==> config.mk <==
export PLATFORM = sky130hd
export DESIGN_NAME = muldiv_ctrl
export DESIGN_NICKNAME = d
export VERILOG_FILES = /design/src/rtl/muldiv_pkg.sv /design/src/rtl/muldiv_ctrl_div_sign_fix.sv /design/src/rtl/muldiv_ctrl.sv
export SDC_FILE = /design/constraint.sdc
export NUM_CORES = 1
export LEC_CHECK = 0
export ABC_AREA = 1
export ABC_CLOCK_PERIOD_IN_PS = 2500
export CORE_AREA = 2 2 252 254
export CTS_CLUSTER_DIAMETER = 30
export DETAILED_ROUTE_END_ITERATION = 8
export DIE_AREA = 0 0 254 256
export GPL_TIMING_DRIVEN = 0
export PLACE_DENSITY = 0.65
export SYNTH_ARGS = -nofsm -noshare
export SYNTH_HDL_FRONTEND = slang
export SYNTH_SLANG_ARGS = --single-unit
==> constraint.sdc <==
create_clock -name clk -period 2.5 [get_ports clk]
set_input_delay 0.25 -clock clk [delete_from_list [all_inputs] [get_ports clk]]
set_output_delay 0.25 -clock clk [all_outputs]
set_load 0.02 [all_outputs]
==> src/rtl/muldiv_pkg.sv <==
// Shared types and helpers for the RV64M execute-stage controller.
package muldiv_pkg;

   localparam int XLEN = 64;

   typedef enum logic [3:0] {
      MUL   = 4'd0,
      MULW  = 4'd1,
      DIV   = 4'd2,
      DIVU  = 4'd3,
      REM   = 4'd4,
      REMU  = 4'd5,
      DIVW  = 4'd6,
      DIVUW = 4'd7,
      REMW  = 4'd8,
      REMUW = 4'd9
   } md_op_t;

   typedef enum logic [1:0] {
      ST_IDLE     = 2'd0,
      ST_MUL_WAIT = 2'd1,
      ST_DIV_WAIT = 2'd2,
      ST_DONE     = 2'd3
   } md_state_t;

   localparam logic [63:0] INT64_MIN = 64'h8000_0000_0000_0000;
   localparam logic [31:0] INT32_MIN = 32'h8000_0000;

   function automatic logic [63:0] sext32(input logic [31:0] v);
      return {{32{v[31]}}, v};
   endfunction

   function automatic logic op_legal(input logic [3:0] op);
      return op <= 4'd9;
   endfunction

   function automatic logic op_is_mul(input logic [3:0] op);
      return (op == MUL) || (op == MULW);
   endfunction

   function automatic logic op_is_w(input logic [3:0] op);
      return (op == MULW) || (op == DIVW) || (op == DIVUW) || (op == REMW) || (op == REMUW);
   endfunction

   function automatic logic op_is_signed(input logic [3:0] op);
      return (op == DIV) || (op == REM) || (op == DIVW) || (op == REMW);
   endfunction

   function automatic logic op_is_rem(input logic [3:0] op);
      return (op == REM) || (op == REMU) || (op == REMW) || (op == REMUW);
   endfunction

endpackage

==> src/rtl/muldiv_ctrl_div_sign_fix.sv <==
// Divider operand conditioning (width/sign extension, magnitudes, special cases)
// and signed result correction. Purely combinational.
module div_sign_fix
   import muldiv_pkg::*;
(
   input  logic [3:0]      i_op,
   input  logic [XLEN-1:0] i_src1,
   input  logic [XLEN-1:0] i_src2,
   output logic [XLEN-1:0] o_a_mag,
   output logic [XLEN-1:0] o_b_mag,
   output logic            o_neg_q,
   output logic            o_neg_r,
   output logic            o_special,
   output logic [XLEN-1:0] o_special_res,
   input  logic            i_neg_q,
   input  logic            i_neg_r,
   input  logic            i_is_rem,
   input  logic            i_is_w,
   input  logic [XLEN-1:0] i_q,
   input  logic [XLEN-1:0] i_r,
   output logic [XLEN-1:0] o_res
);

   logic            w_is_w, w_sgn, w_rem;
   logic [XLEN-1:0] w_a_ext, w_b_ext;
   logic            w_a_neg, w_b_neg, w_div0, w_ovf;
   logic [XLEN-1:0] w_q_s, w_r_s, w_v;

   always_comb begin
      w_is_w  = op_is_w(i_op);
      w_sgn   = op_is_signed(i_op);
      w_rem   = op_is_rem(i_op);
      w_a_ext = i_src1;
      w_b_ext = i_src2;
      if (w_is_w) begin
         w_a_ext = w_sgn ? sext32(i_src1[31:0]) : {32'b0, i_src1[31:0]};
         w_b_ext = w_sgn ? sext32(i_src2[31:0]) : {32'b0, i_src2[31:0]};
      end
      w_a_neg = w_sgn & w_a_ext[XLEN-1];
      w_b_neg = w_sgn & w_b_ext[XLEN-1];
      o_a_mag = w_a_neg ? -w_a_ext : w_a_ext;
      o_b_mag = w_b_neg ? -w_b_ext : w_b_ext;
      o_neg_q = w_a_neg ^ w_b_neg;
      o_neg_r = w_a_neg;

      // MIN / -1: the extended dividend already is the architectural quotient.
      w_div0 = (w_b_ext == '0);
      w_ovf  = w_sgn && (&w_b_ext) &&
               (w_a_ext == (w_is_w ? sext32(INT32_MIN) : INT64_MIN));

      o_special     = 1'b0;
      o_special_res = '0;
      if (!op_legal(i_op)) begin
         o_special = 1'b1;
      end else if (!op_is_mul(i_op) && w_div0) begin
         o_special     = 1'b1;
         o_special_res = !w_rem ? '1 : (w_is_w ? sext32(i_src1[31:0]) : i_src1);
      end else if (!op_is_mul(i_op) && w_ovf) begin
         o_special     = 1'b1;
         o_special_res = w_rem ? '0 : w_a_ext;
      end
   end

   always_comb begin
      w_q_s = i_neg_q ? -i_q : i_q;
      w_r_s = i_neg_r ? -i_r : i_r;
      w_v   = i_is_rem ? w_r_s : w_q_s;
      o_res = i_is_w ? sext32(w_v[31:0]) : w_v;
   end

endmodule

==> src/rtl/muldiv_ctrl.sv <==
// RV64M execute-stage controller: issues one op to the external multiplier or
// divider, waits for its done pulse, fixes up the result and hands it to EX/MEM.
//
// state        | meaning
// ST_IDLE      | ready for a new op (in_ready=1)
// ST_MUL_WAIT  | mul_valid held, waiting for mul_ok
// ST_DIV_WAIT  | div_valid held, waiting for div_ok
// ST_DONE      | out_valid held with stable out_data until out_ready
module muldiv_ctrl
   import muldiv_pkg::*;
(
   input  logic            clk,
   input  logic            reset,
   input  logic            flush,
   input  logic            in_valid,
   output logic            in_ready,
   input  md_op_t          op,
   input  logic [XLEN-1:0] src1,
   input  logic [XLEN-1:0] src2,
   output logic            out_valid,
   input  logic            out_ready,
   output logic [XLEN-1:0] out_data,
   output logic            mul_valid,
   output logic [XLEN-1:0] mul_a,
   output logic [XLEN-1:0] mul_b,
   input  logic            mul_ok,
   input  logic [XLEN-1:0] mul_c,
   output logic            div_valid,
   output logic [XLEN-1:0] div_a,
   output logic [XLEN-1:0] div_b,
   input  logic            div_ok,
   input  logic [XLEN-1:0] div_q,
   input  logic [XLEN-1:0] div_r
);

   md_state_t       r_state, w_next;
   logic [XLEN-1:0] r_opa, r_opb, r_out_data;
   logic            r_is_w, r_is_rem, r_neg_q, r_neg_r;

   logic [XLEN-1:0] w_a_mag, w_b_mag, w_special_res, w_div_res;
   logic            w_neg_q, w_neg_r, w_special, w_is_mul, w_accept;

   div_sign_fix u_sign_fix (
      .i_op          (op),
      .i_src1        (src1),
      .i_src2        (src2),
      .o_a_mag       (w_a_mag),
      .o_b_mag       (w_b_mag),
      .o_neg_q       (w_neg_q),
      .o_neg_r       (w_neg_r),
      .o_special     (w_special),
      .o_special_res (w_special_res),
      .i_neg_q       (r_neg_q),
      .i_neg_r       (r_neg_r),
      .i_is_rem      (r_is_rem),
      .i_is_w        (r_is_w),
      .i_q           (div_q),
      .i_r           (div_r),
      .o_res         (w_div_res)
   );

   assign w_is_mul = op_is_mul(op);
   assign w_accept = (r_state == ST_IDLE) && in_valid && !flush;

   always_ff @(posedge clk or negedge reset) begin
      if (!reset) r_state <= ST_IDLE;
      else        r_state <= w_next;
   end

   // flush outranks ok and out_ready.
   always_comb begin
      w_next = r_state;
      if (flush) begin
         w_next = ST_IDLE;
      end else begin
         case (r_state)
            ST_IDLE:
               if (in_valid) begin
                  if (w_special)     w_next = ST_DONE;
                  else if (w_is_mul) w_next = ST_MUL_WAIT;
                  else               w_next = ST_DIV_WAIT;
               end
            ST_MUL_WAIT: if (mul_ok)    w_next = ST_DONE;
            ST_DIV_WAIT: if (div_ok)    w_next = ST_DONE;
            ST_DONE:     if (out_ready) w_next = ST_IDLE;
            default:                    w_next = ST_IDLE;
         endcase
      end
   end

   always_comb begin
      in_ready  = (r_state == ST_IDLE);
      out_valid = (r_state == ST_DONE);
      mul_valid = (r_state == ST_MUL_WAIT);
      div_valid = (r_state == ST_DIV_WAIT);
   end

   always_ff @(posedge clk or negedge reset) begin
      if (!reset) begin
         r_opa      <= '0;
         r_opb      <= '0;
         r_is_w     <= 1'b0;
         r_is_rem   <= 1'b0;
         r_neg_q    <= 1'b0;
         r_neg_r    <= 1'b0;
         r_out_data <= '0;
      end else if (w_accept) begin
         r_opa    <= w_is_mul ? src1 : w_a_mag;
         r_opb    <= w_is_mul ? src2 : w_b_mag;
         r_is_w   <= op_is_w(op);
         r_is_rem <= op_is_rem(op);
         r_neg_q  <= w_neg_q;
         r_neg_r  <= w_neg_r;
         if (w_special) r_out_data <= w_special_res;
      end else if ((r_state == ST_MUL_WAIT) && mul_ok && !flush) begin
         r_out_data <= r_is_w ? sext32(mul_c[31:0]) : mul_c;
      end else if ((r_state == ST_DIV_WAIT) && div_ok && !flush) begin
         r_out_data <= w_div_res;
      end
   end

   assign out_data = r_out_data;
   assign mul_a    = r_opa;
   assign mul_b    = r_opb;
   assign div_a    = r_opa;
   assign div_b    = r_opb;

endmodule
==> results of run 1 <==
-- final cells by class --
cell class              count  area share
inverters                 367     0.04318
multi-input cells        3064      0.4631
clock inverters            13    0.004376
flip-flops and latches    198      0.1534
well taps                 846     0.03276
plain buffers             292     0.06382
clock buffers              18     0.01359
repair buffers            722      0.2247
diodes                     14    0.001084
-- flip-flops by register name, indices dropped and copies added (netlist names) --
register and count:
div_a 64, div_b 64, out_data 64, r_is_rem 1, r_is_w 1, r_neg_q 1
r_neg_r 1, r_state 2
-- final timing paths --
kind	cells past startpoint	startpoint	slack (ps)	endpoint
setup reg to reg	10	r_is_rem	-40	out_data[30]
max in group asynchronous	3	reset	1160	r_neg_r
hold reg to reg	2	out_data[16]	480	out_data[16]
hold / removal	3	src2[1]	130	div_b[1]
min in group asynchronous	2	reset	310	div_b[55]
setup / recovery	10	r_is_rem	-40	out_data[30]
-- critical path, stage by stage (launching register included) --
cell and delay [ps]:
dfrtp_1 330, clkbuf_1 350, clkinv_1 280, clkbuf_1 490
a21oi_1 240, o21ai_0 250, o211ai_1 170, o211ai_1 150
nand2_1 100, nand2_1 50, nand2_1 50
-- routing by layer --
metal	GRT usage	vias up	part of all wire
li1	-	13960	-
met1	0.4705	13710	0.38
met2	0.6627	1564	0.47
met3	0.07149	389	0.084
met4	0.2191	14	0.065
met5	0	-	0.00065
-- cell usage after synthesis (57+ instances only) --
cell and count:
clkbuf_1 98, o21ai_0 276, a21oi_1 101, nor2_1 477, nand4_1 68, buf_4 140
o211ai_1 57, dfrtp_1 198, xor2_1 63, nand3_1 392, nand2_1 1412, nor3_1 58
inv_1 355
-- cells by family after synthesis --
family | synth area share
and+or+nand+nor | 0.4727
buffers and inverters | 0.1428
AOI/OAI and AO/OA | 0.1245
DFF | 0.2258
xor gates and xnor gates | 0.02913
adders and majority gates | 0.005131
-- power breakdown --
group          leakage (nW)  switching [mW]  internal [mW]  total [mW]
sequential             2.47            1.80           4.73        6.54
clock                 0.285            1.46           1.43        2.89
combinational          12.7            12.3           9.14        21.5
-- repair_timing --
action | 4_1_cts | 5_1_grt
resized for setup | 288 | 255
endpoints found under the setup margin | 197 | 192
endpoints found under the hold margin | 98 | 0
pin swaps | 28 | 46
cloned | 2 | 4
hold buffers | 1 | 0
setup buffers | 30 | 31
==> impl_metrics.yaml, run 1 <==
timing:
  slew_viol_final: 0
  fin_tns_setup_ps: -36.24
  finalCritPeriodShare: 1.014
  setup_viol: 1
  hold_ws_ps: 127.0
  max_freq_mhz: 394.3
  skew_ps: 11.25
  rsz0062_at_grt: "true"
  worst_pin_slew_ps: 992.6
  timing.final.hold_violations: 0
  fin_crit_ps: 2536
  timing.slew.headroom: 0.3383
  timing.final.ws_setup_ps: -36.24
run_status:
  status: "finished, violations left"
  violations: "setup timing"
detailed_routing:
  first_iter_violations: 2759
  vias_per_cell: 5.355
  wl_per_cell_microns: 23.98
  firstDrtPassIters: 6
  drt-total-wl_microns: 132700
  ant_nets: 0
  dr_total_vias: 29640
  drc_errors: 0
die:
  io_pins: 655
  die_width_microns: 254
  die_y_microns: 256
  dieArea_sq_mm: 0.06502
  core.rowCount: 92
  initial_core_util: 0.3518
  core_region_area_sq_mm: 0.06239
grt:
  gr-total-overflow: 0
  grt_pass1_vias: 28150
  antenna_found_initial: 20
  grt_pass1_wl_microns: 187400
  grt_usage: 0.3937
  grt_max_degree: 101
pwr:
  totalPowerFinal_mw: 30.91
  ir_drop_uv: 825.9
  power.density_mw_per_mm2: 956.8
  power_leakage_nw: 15.45
cts:
  cts_buffers: 17
  cts_tree: "done"
  cts-root-buf: "clkbuf_16"
  clock_path_buffers: 2
  clkLatencyLatePin_ps: 500
  clock_sinks: 198
  h-tree-depth: 4
  clk_pin_slew_ps: 80
setup_path:
  arrival_ps: 2970
  cp-start-kind: "flop"
  required_ps: 2930
  cp_max_fo: 10
  critPathKind: "flop to flop"
  end_kind: "flop"
cells_and_area:
  multiInputGateArea_sq_mm: 0.01496
  regArea_sq_mm: 0.004956
  final_nets: 5002
  postLayoutCellArea_sq_mm: 0.03231
  area_growth_pct: 47.22
  post-route-util: 0.5179
  final_layout_size_suffix_gt1_frac: 0.1350
  layout_commonest_cell: "nand2_1"
  stdcell_count: 5534
  fill_cells: 6630
  final_cell_mix: "nand2_1 (1364), clkdlybuf4s50_1 (621), nor2_1 (393)"
placement:
  dpl.cell_count: 5422
  placed_area_sq_mm: 0.02958
  routabilityCongestion: 1.038
  io_buffers: 653
  hpwl_microns: 110300
  post-place-ws_ps: -1621
flow_run:
  maxCapViolCount: 0
yosys:
  ys_types: 49
  synthCells: 3922
  synth-main-ff-cell: "dfrtp_1"
  yosysTopAreaCellShare: 0.2415
  syn_avg_cell_area_sq_um: 5.596
  synth_edf_count: 0
  ys_ff_latch: 198
  synth-seq-area-share: 0.2258
  yosys.area.top_type: "nand2_1"
  yosys-top-cells-area: "nand2_1 (24%), dfrtp_1 (23%), nand3_1 (8.9%), nor2_1 (8.2%), o21ai_0 (6.3%)"
  yosysWarnings: 0
  synth_nets: 4262
  synth_area_sq_mm: 0.02195
  synthArstFlopShare: 1.000
worst_hold_path:
  hp-class: "input port to flop"
Note: power is estimated with default switching activity, not from simulation.
==> run 2, diff against run 1 <==
PLACE_DENSITY = 0.68   (was 0.65)
SKIP_CTS_REPAIR_TIMING = 1   (was unset)
==> run 2 against run 1 <==
  * The run still ends with setup timing left
  * First-iteration DRC count rose by 8.7%
  * Via count rose by 1.2%
  * Clock skew rose by 1.1 ps
  * Highest routed layer unchanged
==> impl_metrics.yaml, run 2 (synthesis results as in run 1) <==
cts:
  clk_pin_slew_ps: 80
  cts-root-buf: "clkbuf_16"
  clock_sinks: 198
  h-tree-depth: 4
  clkLatencyLatePin_ps: 490
  cts_tree: "done"
  clock_path_buffers: 2
  cts_buffers: 17
cells_and_area:
  fill_cells: 6614
  postLayoutCellArea_sq_mm: 0.03261
  area_growth_pct: 48.61
  layout_commonest_cell: "nand2_1"
  post-route-util: 0.5227
  multiInputGateArea_sq_mm: 0.01511
  final_nets: 5016
  regArea_sq_mm: 0.004956
  final_cell_mix: "nand2_1 (1360), clkdlybuf4s50_1 (608), nor2_1 (398)"
  final_layout_size_suffix_gt1_frac: 0.1414
worst_hold_path:
  hp-class: "input port to flop"
setup_path:
  critPathKind: "input port to flop"
  cp-start-kind: "input port"
  critPathTopFamily: "simple AND/OR/NAND/NOR gates"
  r2r_start: "r_neg_r"
  critical_path_depth: 17
  crit_chain: "clkbuf_2 > inv_6 > nand3_4 > nand2_8 > buf_12 > nand2_4 > nor2_4 > buf_8 > nor2_4 > nor2_4 > clkinvlp_4 > buf_4 > a21oi_2 > xor2_2 > nand2_1 > nand3_2 > nand2_1"
  end_kind: "flop"
  worst-path-buf-inv: 6
  required_ps: 2880
  critPathSlowestCell: "clkinvlp_4"
  r2r_end: "out_data[27]"
  arrival_ps: 2930
  r2r_cells: 9
  max_stage_delay_ps: 320
  startpoint: "op[3]"
  cp_max_fo: 8
  endpoint: "div_a[36]"
  reg2reg_slack_ps: 90
  cpMostUsedCell: "nor2_4"
run_status:
  violations: "setup timing"
  status: "finished, violations left"
die:
  dieArea_sq_mm: 0.06502
  io_pins: 655
  die_width_microns: 254
  die_y_microns: 256
  core.rowCount: 92
  core_region_area_sq_mm: 0.06239
  initial_core_util: 0.3518
flow_run:
  maxCapViolCount: 0
detailed_routing:
  firstDrtPassIters: 6
  wl_per_cell_microns: 24.28
  first_iter_violations: 2999
  dr_total_vias: 29980
  drc_errors: 0
  vias_per_cell: 5.404
  ant_nets: 0
  drt-total-wl_microns: 134700
grt:
  grt_usage: 0.3952
  grt_max_degree: 111
  grt_pass1_wl_microns: 188000
  antenna_found_initial: 22
  grt_pass1_vias: 27980
  gr-total-overflow: 0
timing:
  timing.slew.headroom: 0.3433
  max_freq_mhz: 391.6
  finalCritPeriodShare: 1.021
  skew_ps: 12.33
  timing.final.hold_violations: 0
  setup_viol: 3
  rsz0062_at_grt: "true"
  hold_ws_ps: 122.5
  slew_viol_final: 0
  fin_tns_setup_ps: -79.95
  worst_pin_slew_ps: 985.1
  fin_crit_ps: 2553
  timing.final.ws_setup_ps: -53.36
placement:
  placed_area_sq_mm: 0.02958
  routabilityCongestion: 1.046
  io_buffers: 653
  hpwl_microns: 112100
pwr:
  power_leakage_nw: 15.72
  power.density_mw_per_mm2: 957.5
  ir_drop_uv: 937.1
-- run 2: cell types whose count changed in the layout (fill, tap and decap cells not counted), moves of 5 or more --
| cell | delta |
|---|---|
| nand3_1 | -7 |
| clkdlybuf4s50_1 | -13 |
| buf_4 | +20 |
| dlymetal6s2s_1 | +14 |
| clkbuf_2 | +15 |
| nor2_1 | +5 |
| buf_2 | -12 |
| o21ai_1 | +5 |
| nor2_2 | -9 |
| nand3_2 | +7 |
-- run 2: how the worst min path moves through the flow --
| stage | from | endpoint | cells after the start |
|---|---|---|---|
| 3_5_place_dp | reset | div_a[32] | 1 |
| 4_1_cts | reset | div_a[32] | 1 |
| 3_3_place_gp | out_data[16] | out_data[16] | 2 |
| 6_report | src2[0] | div_b[0] | 3 |
| 5_1_grt | src2[0] | div_b[0] | 3 |
| 2_1_floorplan | reset | div_a[0] | 0 |
-- run 2: metrics by stage --
stage,setup WS [ps],instances,power (mW)
finish,-53.36,5548,31.23
global route,-123.2,5544,32.85
CTS,-1545,5454,30.27
detailed placement,-1723,5422,26.98
global placement,-7451,5421,26.93
floorplan,22.67,3922,17.11
-- run 2: layer usage --
| metal | vias up | GRT usage | routed length, microns |
|---|---|---|---|
| met5 | - | 0 | 103 |
| met4 | 16 | 0.1827 | 7594 |
| met3 | 321 | 0.06966 | 11720 |
| met2 | 1612 | 0.6700 | 62940 |
| met1 | 14020 | 0.4841 | 52350 |
| li1 | 14010 | - | - |
-- run 2: area by class of cell --
type	instances	area share
clock buffer	17	0.01304
antenna	13	0.0009975
inverter	367	0.04320
clock inverter	15	0.007251
buffer	292	0.06242
multi-input combinational	3065	0.4634
timing repair buffer	735	0.2252
tap	846	0.03246
sequential	198	0.1520
-- run 2: tightest hold or removal path, cell delays in order --
cell            delay, ps
dlymetal6s2s_1        140
inv_2                  80
o21ai_0                90
-- run 2: where the power goes --
part | total, mW | internal, mW | switching [mW]
Clock | 3.16 | 1.64 | 1.52
Combinational | 21.6 | 9.14 | 12.5
Sequential | 6.41 | 4.73 | 1.68
